$ cat config.mk
export PLATFORM = sky130hd
export DESIGN_NAME = program_counter
export DESIGN_NICKNAME = d
export VERILOG_FILES = /design/src/rtl/program_counter_pkg.sv /design/src/rtl/program_counter_pc_adder.sv /design/src/rtl/program_counter.sv
export SDC_FILE = /design/constraint.sdc
export NUM_CORES = 1
export LEC_CHECK = 0
export ABC_AREA = 1
export CORE_MARGIN = 8
export CORE_UTILIZATION = 42
export DETAILED_ROUTE_END_ITERATION = 8
export HOLD_SLACK_MARGIN = 0.15
export PLACE_DENSITY = 0.82
export SYNTH_ARGS = -nofsm -noshare
export SYNTH_HDL_FRONTEND = slang
export SYNTH_SLANG_ARGS = --single-unit
$ cat constraint.sdc
create_clock -name clk -period 1.7 [get_ports clk]
set_input_delay 0.34 -clock clk [delete_from_list [all_inputs] [get_ports clk]]
set_output_delay 0.34 -clock clk [all_outputs]
set_load 0.01 [all_outputs]
$ cat src/rtl/program_counter_pkg.sv
// Shared definitions for the instruction-fetch program counter.
package program_counter_pkg;

    localparam int unsigned WIDTH = 32;
    localparam int unsigned INCR  = 1;

    typedef logic [WIDTH-1:0] pc_addr_t;

    localparam pc_addr_t RESET_ADDR = '0;

endpackage

$ cat src/rtl/program_counter_pc_adder.sv
// Combinational incrementer: {cout, result} = dataA + INCR + cin in WIDTH+1 bits.
module pc_adder
    import program_counter_pkg::*;
(
    input  logic [WIDTH-1:0] dataA,
    input  logic             cin,
    output logic [WIDTH-1:0] result,
    output logic             cout
);

    localparam int unsigned SUM_W = WIDTH + 1;

    logic [SUM_W-1:0] sum;

    assign sum           = SUM_W'(dataA) + SUM_W'(INCR) + SUM_W'(cin);
    assign {cout, result} = sum;

endmodule

$ cat src/rtl/program_counter.sv
// IF-stage program counter: register, load mux, enable and optional sticky wrap flag.
// Optional feature: define PC_OVERFLOW_FLAG_EN to build the pc_overflow register.
module program_counter
    import program_counter_pkg::*;
(
    input  logic             clk,
    input  logic             rst_n,
    input  logic             enablePC,
    input  logic             load_en,
    input  logic [WIDTH-1:0] load_addr,
    output logic [WIDTH-1:0] memAddressOut,
    output logic [WIDTH-1:0] memAddress,
    output logic             cout,
    output logic             pc_overflow
);

    pc_addr_t pcReg;

    pc_adder u_adder (
        .dataA  (pcReg),
        .cin    (1'b0),
        .result (memAddress),
        .cout   (cout)
    );

    // Priority: reset > load > increment > hold
    always_ff @(posedge clk) begin
        if (!rst_n) begin
            pcReg <= RESET_ADDR;
        end else if (load_en) begin
            pcReg <= load_addr;
        end else if (enablePC) begin
            pcReg <= memAddress;
        end
    end

    assign memAddressOut = pcReg;

`ifdef PC_OVERFLOW_FLAG_EN
    logic overflowFlag;

    // Sticky until reset; only a real increment that wraps sets it
    always_ff @(posedge clk) begin
        if (!rst_n) begin
            overflowFlag <= 1'b0;
        end else if (!load_en && enablePC && cout) begin
            overflowFlag <= 1'b1;
        end
    end

    assign pc_overflow = overflowFlag;
`else
    assign pc_overflow = 1'b0;
`endif

endmodule

==> results.txt, run 1 <==
The largest total area in the synthesized netlist belongs to dfxtp_1. The number of hold buffers added after CTS was 0. The flow ran to the end, but the final reports show violations. The detailed-routed wire length on met3 came out at roughly 1.2 mm. The per-cell via count in the routed design came out at roughly 5.6. Data on the critical path is required at its endpoint by ~1.4 ns. Entering global routing, the biggest net connects 33 pins. The number of rows created at floorplan is 26. The number of buffers on the longest clock path came out at 2. The count of max-cap constraint violations is 0. The power density over cell area is ~480 mW/mm². After the last flow step, the layout net total stands at 563.

The achievable clock frequency is roughly 460 MHz. The clock-pin slew on the worst setup and hold paths came out at about 0.070 ns. Clock skew on the completed layout was measured at 0.00773 ns. The average cell area after synthesis came out at 6.36 µm². The critical path startpoint category is a register. The final period utilization is 1.29.

When the netlist entered floorplanning its net count stood at 388. CTS placed an instance of clkbuf_8 at the clock tree root. The minimum setup slack in the final design is -0.485 ns. The worst register-to-register path begins at memAddressOut[0].

The flip-flop count of the largest register, all copies and words added came out at 32. The hold violation count in the final report was 0. The multi-input combinational cells in the finished layout cover a total of roughly 0.0017 mm². The number of placed I/O pins came out at 102. The number of inserted diodes is 0. The post-synthesis register bit count came out at 32.

The number of iterations in the first detailed-routing pass came out at 6. In the layout the commonest cells are nand2_1 (111), buf_4 (66), clkdlybuf4s50_1 (53), nand2_2 (29), buf_6 (27). The instance count of the mapped netlist came out at between 300 and 400.

Across all layers, the routed design uses 3,331 vias. The area share of the leading cell type in the synthesized netlist came out at 0.287. The via count of the first global-routing pass is 3,283.

The total detailed-routing wirelength is 11.3 mm. The first-pass GRT wire length came out at about 15 mm. For this run, design rule violations remaining after detail routing come to 0. The area of the die is 0.00790 mm². The number of cells in the finished layout apart from fillers is around 600.

TritonCTS built the clock tree. Clock tree synthesis found a total of 32 sinks. The clock period minus final worst setup slack is 2.18 ns. The violation count after the first detailed-routing iteration came out at 315. The width of the chip came out at between 80 and 90 µm. The antenna violation net count after detailed routing came out at 0.

The post-synthesis sequential area ratio came out at 0.287. The worst hold path class is in2reg. The worst ir drop on vdd is between 300 and 400 µV. The final global-route overflow total is 0. In the final layout, the share of cells above drive strength 1 is 0.414. The number of H-tree levels is 2.

In the final layout, flip-flops and latches occupy around 670 µm². The count of placed standard cells including taps came out at 563. The number of synthesis warnings came out at 0. The count of pins over their slew limit is 0.

The area growth from synthesis to layout is 92.6%. The starting density of the core is 0.437. After detailed routing, the wire length on met1 is a little under 4 mm. The highest metal layer with signal wires is met4. Setup repair after global routing could not meet its margin everywhere. The post-synth design cell area is between 0.002 and 0.0025 mm². The placeable core area is approximately 0.0051 mm². The arrival time of data at the critical path endpoint came out at 1.84 ns. The quantity of I/O buffers inserted on ports is 100. At the end of routability-driven placement, the weighted congestion stood at ~0.96. The number of unique standard cell types used by synthesis came out at 23. The cell area after placement is ~0.0037 mm². In the post-synthesis netlist, the biggest area contributors are dfxtp_1 (29%), nand2_1 (24%), a22oi_1 (7.7%). STA classifies the critical path endpoint as an output pin. Measured along the y axis, the die boundary spans 88.9 µm. Clock tree synthesis inserted a total of 5 buffers. The wire length per cell is 19.1 µm. The critical-path maximum fanout came out at 5. The initial antenna violation count is 0. In this run the most critical hold path is launched from load_addr[4]. The aggregate negative setup slack is -10.36 ns.

Once layout is done, the placed cells without fillers occupy roughly 0.0043 mm². The critical path is of the reg2out type. The filler cell count came out at a little over 300. Once detailed placement completed, the half-perimeter wirelength came to around 6.7 mm.

The routed design uses about 5.6 mm of met2 wire. Tracing the worst setup path back leads to its startpoint at memAddressOut[0]. The leakage power of the design is slightly above 2 nW. The leading cell type in the layout, fill and taps excluded is nand2_1. The aggregate global-route resource usage came out at 0.246. For the worst-skew pair, the clock arrives at the later sink with an insertion delay of between 0.2 and 0.3 ns. The final reports fail on setup timing. Setup violations remaining at the end of the flow were counted as 34.
==> routing by layer <==
| metal | vias up | GRT usage |
|---|---|---|
| met5 | - | 0 |
| met4 | 0 | 0.0645 |
| met3 | 59 | 0.0800 |
| met2 | 256 | 0.447 |
| met1 | 1551 | 0.266 |
| li1 | 1465 | - |
==> final cells by class <==
| type | count | share of cell area |
|---|---|---|
| Inverter | 23 | 0.0207 |
| Tap cell | 70 | 0.0204 |
| Clock buffer | 5 | 0.0160 |
| Sequential cell | 32 | 0.155 |
| Multi-Input combinational cell | 282 | 0.404 |
| Timing Repair Buffer | 182 | 0.384 |
==> metrics by stage <==
step	hold WS, ns	worst slack, ns	util	total power [W]
2_1_floorplan	0.438	0.00259	-	0.00108
3_3_place_gp	0.624	-0.409	0.727	0.00147
3_5_place_dp	0.631	-0.461	0.727	0.00148
4_1_cts	0.619	-0.332	0.771	0.00199
5_1_grt	0.652	-0.518	0.842	0.00216
6_report	0.616	-0.485	0.842	0.00208
==> power by group <==
part	internal, W	total [W]	switching [W]	leakage (nW)
clock	0.000264	0.000547	0.000283	0.0359
sequential	0.000799	0.000849	0.0000498	0.271
combinational	0.000366	0.000683	0.000317	1.73
==> path summary, 6_finish.rpt <==
check | end | slack [ns] | cells after the start
hold / removal | memAddressOut[4] | 0.62 | 3
hold reg to reg | memAddressOut[12] | 0.63 | 3
setup reg to reg | memAddressOut[14] | -0.08 | 10
setup / recovery | memAddress[14] | -0.48 | 8
==> repair_timing <==
| item | CTS | global route |
|---|---|---|
| endpoints found under the hold margin | 0 | 0 |
| pin swaps | 26 | 38 |
| cloned | 0 | 0 |
| setup buffers | 23 | 9 |
| resized for setup | 163 | 98 |
| setup endpoints to repair | 39 | 50 |
==> cell usage after synthesis <==
master / number
xor2_2: 5
buf_2: 2
nand2_4: 1
dfxtp_1: 32
and2_1: 1
conb_1: 1
nand2_2: 4
nor2_2: 4
xor2_1: 6
nor2_1: 33
clkbuf_1: 11
buf_4: 1
nor3_1: 1
a21oi_1: 23
nor2_4: 8
ha_1: 1
inv_1: 23
nand3_1: 10
a31oi_1: 7
a22oi_1: 23
xnor2_1: 4
nand2_1: 142
nand3b_1: 8
==> cells by family (layout without fill, tap and decap cells) <==
family | Yosys count | in the layout | synth area share
compound gates | 53 | 53 | 0.149
xor+xnor | 15 | 15 | 0.0757
fa+ha+maj | 1 | 1 | 0.00560
buf+inv | 37 | 210 | 0.0650
flops | 32 | 32 | 0.287
other cells | 1 | 1 | 0.00168
simple gates | 212 | 212 | 0.416
==> critical path: stages (launching register included) <==
cell and delay, ns:
dfxtp_4 0.38, ha_4 0.14, nand2_2 0.08, nor2_4 0.19
nand2_2 0.12, nor2_4 0.18, buf_6 0.13, xor2_2 0.17
buf_2 0.17
(Power assumes the default switching activity.)
==> run 2, diff against run 1 <==
--- a/config.mk
+++ b/config.mk
@@ -8,6 +8,7 @@
 export ABC_AREA = 1
 export CORE_MARGIN = 8
 export CORE_UTILIZATION = 42
+export CTS_CLUSTER_SIZE = 30
 export DETAILED_ROUTE_END_ITERATION = 8
 export HOLD_SLACK_MARGIN = 0.15
 export PLACE_DENSITY = 0.82
==> results of run 2 <==
The final DEF is identical to that of run 1; final timing and power are the same.
==> run 3, diff against run 2 <==
--- a/config.mk
+++ b/config.mk
@@ -11,6 +11,7 @@
 export CTS_CLUSTER_SIZE = 30
 export DETAILED_ROUTE_END_ITERATION = 8
 export HOLD_SLACK_MARGIN = 0.15
+export MAX_ROUTING_LAYER = met4
 export PLACE_DENSITY = 0.82
 export SYNTH_ARGS = -nofsm -noshare
 export SYNTH_HDL_FRONTEND = slang
==> run 3 against run 2 <==
Net effect:
- the flow still finishes with violations (setup timing)
- maximum frequency up 0.91%
- first-iteration DRC count up 7.3%
- wire length up 9.1%
- largest power group unchanged
- highest routed layer unchanged
==> results.txt, run 3 (same netlist as run 1, synthesis figures left out) <==
The flow ran to the end, but the final reports show violations. The checks that failed: setup timing. The minimum setup slack in the final design is -0.465 ns. The final period utilization is 1.27. The width of the chip came out at roughly 90 µm. The clock tree root buffer cell is clkbuf_8. STA classifies the critical path endpoint as an output pin. The count of pins over their slew limit is 0.

The placeable core area is between 0.005 and 0.006 mm². In the layout the commonest cells are nand2_1 (113), buf_4 (68), clkdlybuf4s50_1 (54), nand2_2 (27), buf_6 (27). The initial antenna violation count is 0.

For this run, the total global-route usage over all layers was measured as 0.254. The final net count is 569. The initial utilization of the core area, before any placement, comes to 0.437.

Summed over all nets, the half-perimeter wirelength after detailed placement is roughly 6.8 mm. The final setup violation count is 40. Setup repair after global routing could not meet its margin everywhere.

The first-pass GRT wire length is approximately 16 mm. The clock-pin slew on the worst setup and hold paths came out at 0.08 ns. The area growth from synthesis to layout is 96.0%.

The arrival time of data at the critical path endpoint came out at 1.83 ns. The leading cell type in the layout, fill and taps excluded is nand2_1. The worst ir drop on vdd came out at slightly below 400 µV. TritonCTS built the clock tree. The final estimated routing congestion in global placement is slightly above 1. Before CTS, the worst setup slack after placement is -0.485 ns. The cell area after placement is ~0.0037 mm². The number of remaining DRC errors is 0. The per-cell via count in the routed design is ~5.8.

The number of buffers on the longest clock path came out at 2. The maximum clock skew at final layout came out at between 0.01 and 0.015 ns. The achievable clock frequency came out at between 400 and 500 MHz. From bottom edge to top edge, the die measures between 80 and 90 µm.

The critical path in this run is classified as reg2out. The number of iterations in the first detailed-routing pass came out at 5. STA classifies the critical path startpoint as a register.

The final non-filler cell area is 0.00437 mm². The number of antenna diodes in the final layout is 0. The power density over cell area came out at 506 mW/mm².

For this block, the routed nets add up to 12.3 mm of wire. The number of placed I/O pins is slightly above 100. The via count of the first global-routing pass came out at approximately 3,300. The leakage power of the design is 2.06 nW.

The min-delay analysis places its worst path in the category in2reg. The number of hold buffers added after CTS was 0. The area of the die came out at around 0.0079 mm².

The first routing iteration left 338 violations. The H-tree was split into 2 levels. The number of rows created at floorplan came out at 26. The final global-route overflow total came out at 0. The clock buffer count from CTS is 5. The quantity of I/O buffers inserted on ports came out at 100.

The flip-flop count of the largest register, all copies and words added is 32. Clock tree synthesis found a total of 32 sinks. The layout has 283 filler cells. The maximum number of pins on one net before global-route repair came out at 31. The worst path in the final design needs a cycle of between 2 and 2.5 ns, including I/O delays and setup. Clock latency on the worst-skew pair, taken at its later pin, is roughly 0.31 ns. The share of the core filled with cells in the final layout is 0.856. The hold violation count in the final report is 0. The total number of vias is roughly 3,500.

The count of nets left with antenna violations once routing finished came out at 0. The critical path required time came out at about 1.4 ns. The wire length per cell is approximately 20 µm. The tool flagged a number of max-cap violations equal to 0. Along the worst path, the maximum fanout reaches 3.

In the final layout, the share of cells above drive strength 1 is 0.433.
[run 3: cell types whose count changed in the layout (fill, tap and decap cells not counted), moves of 2 or more]
cell | previous run | this run
nand2_2 | 29 | 27
nor2_1 | 20 | 16
clkbuf_1 | 0 | 2
buf_4 | 66 | 68
dfxtp_2 | 16 | 18
dfxtp_4 | 2 | 5
buf_2 | 17 | 21
nand2_1 | 111 | 113
dfxtp_1 | 14 | 9
nor2_2 | 13 | 17
[run 3: final timing paths]
kind | cells after the start | end | from | slack, ns
max reg2reg | 11 | memAddressOut[8] | memAddressOut[1] | -0.07
min | 3 | memAddressOut[7] | load_addr[7] | 0.60
max | 7 | memAddress[30] | memAddressOut[21] | -0.47
min reg2reg | 3 | memAddressOut[4] | memAddressOut[4] | 0.67
[run 3: power by group]
group          leakage [nW]  internal [W]  switching [W]  total [W]
clock network        0.0455      0.000331       0.000333   0.000664
logic                  1.74      0.000369       0.000328   0.000698
registers             0.274      0.000797      0.0000556   0.000853
total                  2.06       0.00150       0.000717    0.00221
[run 3: what timing repair did]
action                     CTS  global route
resized for setup          171           100
setup endpoints to repair   40            50
buffers inserted            21            16
pin swaps                   28            41
[run 3: worst max-delay path, cell delays in order, from the launching register on]
cell and delay (ns):
dfxtp_2 0.41, nand2_1 0.12, nor2_1 0.20, nand2_1 0.12, nor2_1 0.26, nand3_1 0.14
nand2_1 0.12, buf_2 0.14
[run 3: cell type report]
class | count | area [µm²] | area share
Clock buffer | 8 | 90.1 | 0.0206
Tap cell | 70 | 87.6 | 0.0200
Inverter | 23 | 88.8 | 0.0203
Sequential cell | 32 | 682 | 0.156
Multi-Input combinational cell | 282 | 1750 | 0.401
Timing Repair Buffer | 188 | 1670 | 0.382
[run 3: metrics by stage]
stage / hold slack [ns] / total power, W / std cells / setup TNS, ns
2_1_floorplan: 0.438 / 0.00108 / 351 / 0
3_3_place_gp: 0.624 / 0.00147 / 564 / -10.22
3_5_place_dp: 0.628 / 0.00148 / 564 / -11.17
4_1_cts: 0.621 / 0.00208 / 593 / -7.54
5_1_grt: 0.629 / 0.00229 / 603 / -14.16
6_report: 0.597 / 0.00221 / 603 / -10.94
[run 3: per-layer routing]
layer  share of wire  GRT usage  routed length (µm)
met5               0          -                   0
met4           0.063     0.0860                 777
met3            0.11     0.0607                1300
met2            0.48      0.451                5980
met1            0.35      0.270                4290
